**src/rtl/alu_sweep_ctrl.sv**
```systemverilog
// alu_sweep_ctrl: clocked stimulus master for a combinational ALU.
// Latches one operand set on an accepted start, then walks alu_ctrl_o through
// every op selected in the mask (lowest index first). Each op is held for
// SETTLE_CYC cycles before alu_y_i is captured. The captured result is then
// offered on a valid/ready stream.
//
// Ports
//   clk_i, rst_ni                 clock, synchronous active-low reset
//   start_i, abort_i              begin sweep (idle only) / cancel sweep
//   op_a_i, op_b_i, op_num_i      operands latched on accepted start
//   op_mask_i                     bit i set -> run op i
//   alu_ctrl_o, alu_num_o,
//   alu_a_o, alu_b_o              registered drive to the ALU
//   alu_y_i                       ALU result (combinational from alu_*_o)
//   res_valid_o, res_ready_i,
//   res_data_o, res_ctrl_o        result stream
//   busy_o                        high whenever not idle
//   done_o                        one-cycle pulse on normal completion
module alu_sweep_ctrl #(
    parameter int unsigned WIDTH      = 32,
    parameter int unsigned SETTLE_CYC = 2
) (
    input  logic             clk_i,
    input  logic             rst_ni,
    input  logic             start_i,
    input  logic             abort_i,
    input  logic [WIDTH-1:0] op_a_i,
    input  logic [WIDTH-1:0] op_b_i,
    input  logic [4:0]       op_num_i,
    input  logic [7:0]       op_mask_i,
    output logic [2:0]       alu_ctrl_o,
    output logic [4:0]       alu_num_o,
    output logic [WIDTH-1:0] alu_a_o,
    output logic [WIDTH-1:0] alu_b_o,
    input  logic [WIDTH-1:0] alu_y_i,
    output logic             res_valid_o,
    input  logic             res_ready_i,
    output logic [WIDTH-1:0] res_data_o,
    output logic [2:0]       res_ctrl_o,
    output logic             busy_o,
    output logic             done_o
);

    typedef enum logic [1:0] {StIdle, StSettle, StHold, StFinish} state_e;

    localparam logic [3:0] CntLoad = 4'(SETTLE_CYC - 1);

    state_e           state_q, state_d;
    logic [7:0]       mask_q, mask_d;
    logic [3:0]       cnt_q, cnt_d;
    logic [2:0]       alu_ctrl_q, alu_ctrl_d;
    logic [4:0]       alu_num_q, alu_num_d;
    logic [WIDTH-1:0] alu_a_q, alu_a_d;
    logic [WIDTH-1:0] alu_b_q, alu_b_d;
    logic             res_valid_q, res_valid_d;
    logic [WIDTH-1:0] res_data_q, res_data_d;
    logic [2:0]       res_ctrl_q, res_ctrl_d;
    logic             busy_q, busy_d;
    logic             done_q, done_d;

    // Returns {found, index} of the lowest set mask bit at index >= lo.
    function automatic logic [3:0] find_op(input logic [7:0] mask, input logic [3:0] lo);
        logic [3:0] r;
        r = '0;
        for (int i = 7; i >= 0; i--) begin
            if (mask[i] && (4'(i) >= lo)) r = {1'b1, 3'(i)};
        end
        return r;
    endfunction

    logic [3:0] first_op;
    logic [3:0] next_op;

    assign first_op = find_op(op_mask_i, 4'd0);
    assign next_op  = find_op(mask_q, {1'b0, alu_ctrl_q} + 4'd1);

    always_comb begin
        state_d     = state_q;
        mask_d      = mask_q;
        cnt_d       = cnt_q;
        alu_ctrl_d  = alu_ctrl_q;
        alu_num_d   = alu_num_q;
        alu_a_d     = alu_a_q;
        alu_b_d     = alu_b_q;
        res_valid_d = res_valid_q;
        res_data_d  = res_data_q;
        res_ctrl_d  = res_ctrl_q;

        case (state_q)
            StIdle: begin
                if (start_i && !abort_i) begin
                    alu_a_d   = op_a_i;
                    alu_b_d   = op_b_i;
                    alu_num_d = op_num_i;
                    mask_d    = op_mask_i;
                    if (first_op[3]) begin
                        alu_ctrl_d = first_op[2:0];
                        cnt_d      = CntLoad;
                        state_d    = StSettle;
                    end else begin
                        state_d = StFinish;
                    end
                end
            end
            StSettle: begin
                if (cnt_q != 4'd0) begin
                    cnt_d = cnt_q - 4'd1;
                end else begin
                    res_data_d  = alu_y_i;
                    res_ctrl_d  = alu_ctrl_q;
                    res_valid_d = 1'b1;
                    state_d     = StHold;
                end
            end
            StHold: begin
                // res_valid_q is always high here, so ready alone means transfer.
                if (res_ready_i) begin
                    res_valid_d = 1'b0;
                    if (next_op[3]) begin
                        alu_ctrl_d = next_op[2:0];
                        cnt_d      = CntLoad;
                        state_d    = StSettle;
                    end else begin
                        state_d = StFinish;
                    end
                end
            end
            StFinish: state_d = StIdle;
            default:  state_d = StIdle;
        endcase

        if (abort_i && (state_q != StIdle)) begin
            state_d     = StIdle;
            res_valid_d = 1'b0;
        end

        busy_d = (state_d != StIdle);
        done_d = (state_d == StFinish);
    end

    always_ff @(posedge clk_i) begin
        if (!rst_ni) begin
            state_q     <= StIdle;
            mask_q      <= '0;
            cnt_q       <= '0;
            alu_ctrl_q  <= '0;
            alu_num_q   <= '0;
            alu_a_q     <= '0;
            alu_b_q     <= '0;
            res_valid_q <= 1'b0;
            res_data_q  <= '0;
            res_ctrl_q  <= '0;
            busy_q      <= 1'b0;
            done_q      <= 1'b0;
        end else begin
            state_q     <= state_d;
            mask_q      <= mask_d;
            cnt_q       <= cnt_d;
            alu_ctrl_q  <= alu_ctrl_d;
            alu_num_q   <= alu_num_d;
            alu_a_q     <= alu_a_d;
            alu_b_q     <= alu_b_d;
            res_valid_q <= res_valid_d;
            res_data_q  <= res_data_d;
            res_ctrl_q  <= res_ctrl_d;
            busy_q      <= busy_d;
            done_q      <= done_d;
        end
    end

    assign alu_ctrl_o  = alu_ctrl_q;
    assign alu_num_o   = alu_num_q;
    assign alu_a_o     = alu_a_q;
    assign alu_b_o     = alu_b_q;
    assign res_valid_o = res_valid_q;
    assign res_data_o  = res_data_q;
    assign res_ctrl_o  = res_ctrl_q;
    assign busy_o      = busy_q;
    assign done_o      = done_q;

endmodule
```
**config.mk**
```make
export PLATFORM = sky130hd
export DESIGN_NAME = alu_sweep_ctrl
export DESIGN_NICKNAME = d
export VERILOG_FILES = /design/src/rtl/alu_sweep_ctrl.sv
export SDC_FILE = /design/constraint.sdc
export NUM_CORES = 1
export LEC_CHECK = 0
export BUFFER_PORTS_ARGS = -buffer_cell sky130_fd_sc_hd__clkbuf_2
export CORE_MARGIN = 5
export CORE_UTILIZATION = 40
export CTS_BUF_LIST = sky130_fd_sc_hd__clkbuf_2 sky130_fd_sc_hd__clkbuf_4 sky130_fd_sc_hd__clkbuf_8
export DETAILED_ROUTE_END_ITERATION = 16
export HOLD_SLACK_MARGIN = 0.08
export PLACE_DENSITY_LB_ADDON = 0.25
export SYNTH_ARGS = -nofsm -noshare
export SYNTH_HDL_FRONTEND = slang
export SYNTH_SLANG_ARGS = --single-unit
```
**constraint.sdc**
```tcl
create_clock -name clk_i -period 2.22 [get_ports clk_i]
set_input_delay 0.222 -clock clk_i [delete_from_list [all_inputs] [get_ports clk_i]]
set_output_delay 0.222 -clock clk_i [all_outputs]
set_load 0.005 [all_outputs]
```
Yosys cells after proc, flatten, opt, wreduce, memory -nomap -nowiden
Index checks and enable logic that the tools add are counted.
{"block": "totals", "out_inout_bits": 110, "register_bits": 124, "inputBits": 114}
{"block": "op_classes", "bitwise_logic": 2, "eq_ne": 10, "n_lt_le_gt_ge": 8, "muxes": 37, "addsub": 2, "reduce_logical": 24}
{"op": "two-way mux 4 bit", "n": 21}
{"op": "greater-or-equal comparator 3 x 4 -> 1 bit (first input constant)", "n": 4}
{"op": "two-way mux 2 bit", "n": 6}
{"op": "two-way mux 3 bit", "n": 4}
{"op": "!= test 2 bit (second input constant)", "n": 6}
{"op": "one-hot mux 4 bit (3 select lines)", "n": 1}
{"op": "logical AND 1 bit", "n": 10}
{"op": "greater-or-equal comparator 1 x 4 -> 1 bit (first input constant)", "n": 2}
{"op": "greater-or-equal comparator 2 x 4 -> 1 bit (first input constant)", "n": 2}
{"op": "one-hot mux 2 bit (4 select lines)", "n": 1}
{"op": "nonzero test 2 bit", "n": 4}
{"op": "equality test 2 bit (second input constant)", "n": 3}
{"op": "one-hot mux 3 bit (2 select lines)", "n": 1}
{"op": "AND reduction 6 bit", "n": 1}
{"op": "AND reduction 5 bit", "n": 1}
{"op": "adder 3 x 1 -> 4 bit (second input constant)", "n": 1}
{"op": "AND reduction 2 bit", "n": 2}
{"op": "nonzero test 4 bit", "n": 1}
{"op": "subtractor 4 x 1 -> 4 bit (second input constant)", "n": 1}
{"op": "AND reduction 3 bit", "n": 1}
{"op": "nonzero test 3 bit", "n": 1}
{"op": "equality test 2 x 1 -> 1 bit (second input constant)", "n": 1}
{"op": "zero test 2 bit", "n": 1}
{"op": "two-way mux 1 bit", "n": 2}
{"op": "4 further kinds", "n": 5}

Logic depth before layout (Yosys ltp)
{"block": "logic_depth", "word_depth": 16, "depth_mapped": 8, "mapped_depth_nobuf": 8}

Least setup slack after synthesis
No wires, ideal clock.
{"block": "synth_path", "kind": "register to register", "startpoint": "register alu_ctrl_q[0] (netlist: alu_ctrl_o[0])", "endpoint": "register cnt_q[0]", "path_buffers": 0, "t_arrival_ns": 2.029, "setup_slack_ns": 0.075, "required_ns": 2.104, "path_stages_with_launch": 8, "cell_sequence": "dfxtp_1 > inv_1 > ha_1 > a21oi_1 > a21boi_1 > o21bai_4 > o311a_4 > a41o_1"}
{"block": "synth_between", "elab_chain_len": 13}
{"item": "start, declared", "line_no": "51", "source": "logic [2:0] alu_ctrl_q, alu_ctrl_d;"}
{"item": "start signal, assigned", "line_no": "159", "source": "alu_ctrl_q <= alu_ctrl_d;"}
{"item": "adder 3 x 1 -> 4 bit *", "line_no": "75", "source": "assign next_op = find_op(mask_q, {1'b0, alu_ctrl_q} + 4'd1);"}
{"item": "greater-or-equal comparator 3 x 4 -> 1 bit", "line_no": "66", "source": "if (mask[i] && (4'(i) >= lo)) r = {1'b1, 3'(i)};"}
{"item": "logical AND 1 bit", "line_no": "66"}
{"item": "two-way mux 4 bit (7 in a row)", "line_no": "66"}
{"item": "two-way mux 4 bit *", "line_no": "66"}
{"item": "!= test 2 bit (no source line) *"}
{"item": "AND reduction 6 bit (no source line) *"}
{"item": "end signal, assigned", "line_no": "158", "source": "cnt_q <= cnt_d;"}
{"item": "end, declared", "line_no": "50", "source": "logic [3:0] cnt_q, cnt_d;"}
Mark *: on every way between the ends. The rest lies on a longest branch, timed or not.
A chain may end at the register's enable or synchronous reset.

Worst setup path after layout
Same ends and word-level chain as after synthesis.

==> results.tsv <==
stage	metric	value	unit
setup_path	path_class	flip-flop to flip-flop	
yosys	synthTopCellsByArea	dfxtp_1 49%, nand2_1 17%, a21boi_0 17%	
detailed_routing	drc	0	
yosys	synth_edf_count	0	
yosys	synth_ff_type	dfxtp_1	
power_and_ir_drop	leakagePower	3.44	nW
yosys	yosysUniqueCellTypes	48	
yosys	syn_inst	609	
global_route	grt_util_met2	36.3	%
detailed_routing	vias_per_cell	4.76	
clock_network	cts_buffers	17	
yosys	syn_area	0.00507	sq mm
setup_path	rr_startpoint	alu_ctrl_o[0]$_SDFFE_PN0P_	
final_layout	layout.nets	1050	
yosys	ys_ff_latch	124	
hold_path	hold_path.class	input pin to flip-flop	
yosys	yosys.area.top_type	dfxtp_1	
final_layout	multi_input_area	0.00243	sq mm
sta	finalHoldViolCount	0	
status	outcome	complete, no violations	
sta	rsz0062_at_grt	no	
setup_path	worst_ep_required_time	2520	ps
setup_path	cp-startpoint	alu_ctrl_o[0]$_SDFFE_PN0P_	
final_layout	final_layout_size_suffix_gt1_share	30.3	%
detailed_routing	ant_nets	0	
global_route	grt_start_max_net_pins	80	
yosys	synth.most_common_cell	nand2_1	
yosys	syn_avg_cell_area	8.33	sq um
floorplan	die_w	123	microns
global_route	antenna_found_initial	0	
detailed_routing	wl_per_cell	13.9	microns
final_layout	fillers	1070	
power_and_ir_drop	p_per_area	804	mW/mm^2
global_route	grtUsageMet1	22.9	%
detailed_routing	dr.pass1.iters	5	
clock_network	postCtsSetupRepairBufs	0	
setup_path	startpoint_type	flip-flop	
sta	setup_viol	0	
sta	tightest_slew	468	ps
clock_network	root_buffer	clkbuf_8	
sta	slew_headroom	68.8	%
yosys	synth_common_cells	232 x nand2_1, 124 x dfxtp_1, 112 x a21boi_0	
yosys	async_flop_share	0	%
global_route	top_usage_layer	met2	
sta	drv_slew	0	
yosys	yosysSeqAreaShare	48.9	%
power_and_ir_drop	power	6.32	mW
sta	layout_min_cycle_time	2110	ps
global_route	gr-usage-all-layers	20.6	%
floorplan	die_area	0.0150	sq mm
floorplan	start_util	40.5	%
clock_network	clock_path_buffers	2	
place	dp_hpwl	10000	microns
floorplan	core	0.0125	sq mm
clock_network	cts.reportedPaths.clkPinSlew	60	ps
floorplan	die_h	123	microns
final_layout	area_growth	54.8	%
hold_path	min-delay-start	op_mask_i[1]	
sta	max_freq	0.474	GHz
detailed_routing	num_vias	5302	
global_route	grt_overflow	0	
clock_network	insertion_delay	420	ps
setup_path	critPathMaxFanout	5	
sta	finalCritPeriodShare	94.9	%
sta	setup_tns	0	ps
floorplan	ios	224	
global_route	grt_first_pass_wirelength	24900	microns
run	drv_cap	0	
global_route	grt_pass1_vias	5430	
detailed_routing	finalWirelength	15500	microns
clock_network	cts_sinks	124	
setup_path	regToRegSetupSlack	110	ps
setup_path	arrival	2410	ps
final_layout	antenna_cells	0	
yosys	yosysWarnings	0	
detailed_routing	drtIter0Drc	215	
clock_network	cts_max_level	4	
power_and_ir_drop	vdd_drop_max	379	uV
place	portBuffers	223	
yosys	yosysTopAreaCellShare	48.9	%
sta	skew	10.1	ps
setup_path	setup.worst_path.end_class	flip-flop	
yosys	syn-num-nets	728	
place	gp_congestion	0.826	
final_layout	fin_util	62.8	%
global_route	met3_usage	6.87	%
final_layout	regArea	0.00248	sq mm
clock_network	cts_tree	built	
floorplan	rows	41	
==> metrics by stage <==
step / instance area [sq um] / worst slack [ps] / std cells / hold WS [ps]
after floorplan: 5070 / 75.0 / 609 / 367
after global placement: 6350 / 104 / 976 / 448
after detailed placement: 6350 / -32.5 / 976 / 456
after CTS: 7840 / 10.7 / 1115 / 91.2
after global routing: 7860 / 36.1 / 1115 / 141
final: 7860 / 112 / 1115 / 147
==> registers in the layout, summed over array words and instances (netlist names) <==
register     flops
cnt_q            4
state_q          2
alu_num_o        5
res_ctrl_o       3
done_o           1
alu_a_o         32
busy_o           1
res_data_o      32
res_valid_o      1
alu_b_o         32
mask_q           8
alu_ctrl_o       3
==> worst paths after layout <==
| path | end | cells past startpoint |
|---|---|---|
| worst max register to register | cnt_q[0]$_SDFFE_PN0P_ | 7 |
| worst max-delay path | cnt_q[0]$_SDFFE_PN0P_ | 7 |
| worst min-delay path | mask_q[1]$_SDFFE_PN0P_ | 3 |
| worst min register to register | alu_b_o[9]$_SDFFE_PN0P_ | 2 |
==> cell families (layout without fill, tap and decap cells) <==
kind of cell               count (synthesis)  count (layout)  share of synthesized area [%]
and+or+nand+nor                          278             278                           22.7
DFF                                      124             124                           48.9
xor gates and xnor gates                   1               1                          0.173
adders and majority gates                  5               5                           1.23
AOI/OAI and AO/OA                        156             156                           23.4
buffers and inverters                     45             379                           3.60
==> repair_timing <==
action,CTS,global route
gates resized for setup,1,3
hold buffers,108,0
setup endpoints to repair,4,8
endpoints found under the hold margin,108,0
pin swaps,0,0
==> worst max-delay path: stages, from the launching register on <==
cell	delay (ps)
dfxtp_1	380
inv_1	60
ha_1	370
a21oi_2	210
a21boi_2	240
o21bai_4	90
o311a_4	410
a41o_1	230
==> power by group <==
part	internal (mW)	switching (mW)	leakage [nW]
registers	2.50	0.182	1.01
logic	0.748	0.890	2.22
clock network	1.18	0.823	0.218
total	4.42	1.90	3.44
==> routing by layer <==
| layer | wire length (microns) | vias up | share of wire, % |
|---|---|---|---|
| li1 | - | 2659 | - |
| met1 | 6270 | 2433 | 41 |
| met2 | 7700 | 178 | 50 |
| met3 | 1170 | 32 | 7.6 |
| met4 | 333 | 0 | 2.2 |
| met5 | 0 | - | 0 |
==> final cells by class <==
type | count | share of cell area, %
inverter | 6 | 0.287
timing repair buffer | 342 | 29.2
tap | 172 | 2.74
sequential | 124 | 31.6
clock buffer | 24 | 4.12
clock inverter | 7 | 1.08
multi-input combinational | 440 | 31.0
==> cell usage in the layout, fill, tap and decap left out, drive strengths merged, types with 2 or more instances in the layout <==
cell / instances
clkbuf: 246
nand2: 232
dfxtp: 124
a21boi: 114
dlygate4sd3: 108
nor2: 14
buf: 12
o21ai: 11
a21oi: 8
inv: 6
nand2b: 6
nor3: 6
nor2b: 5
ha: 5
clkinv: 5
nand3: 4
and3: 3
o211a: 3
a31o: 3
o221ai: 2
nand3b: 2
a31oi: 2
bufinv: 2
o21bai: 2
(Power assumes the default switching activity.)
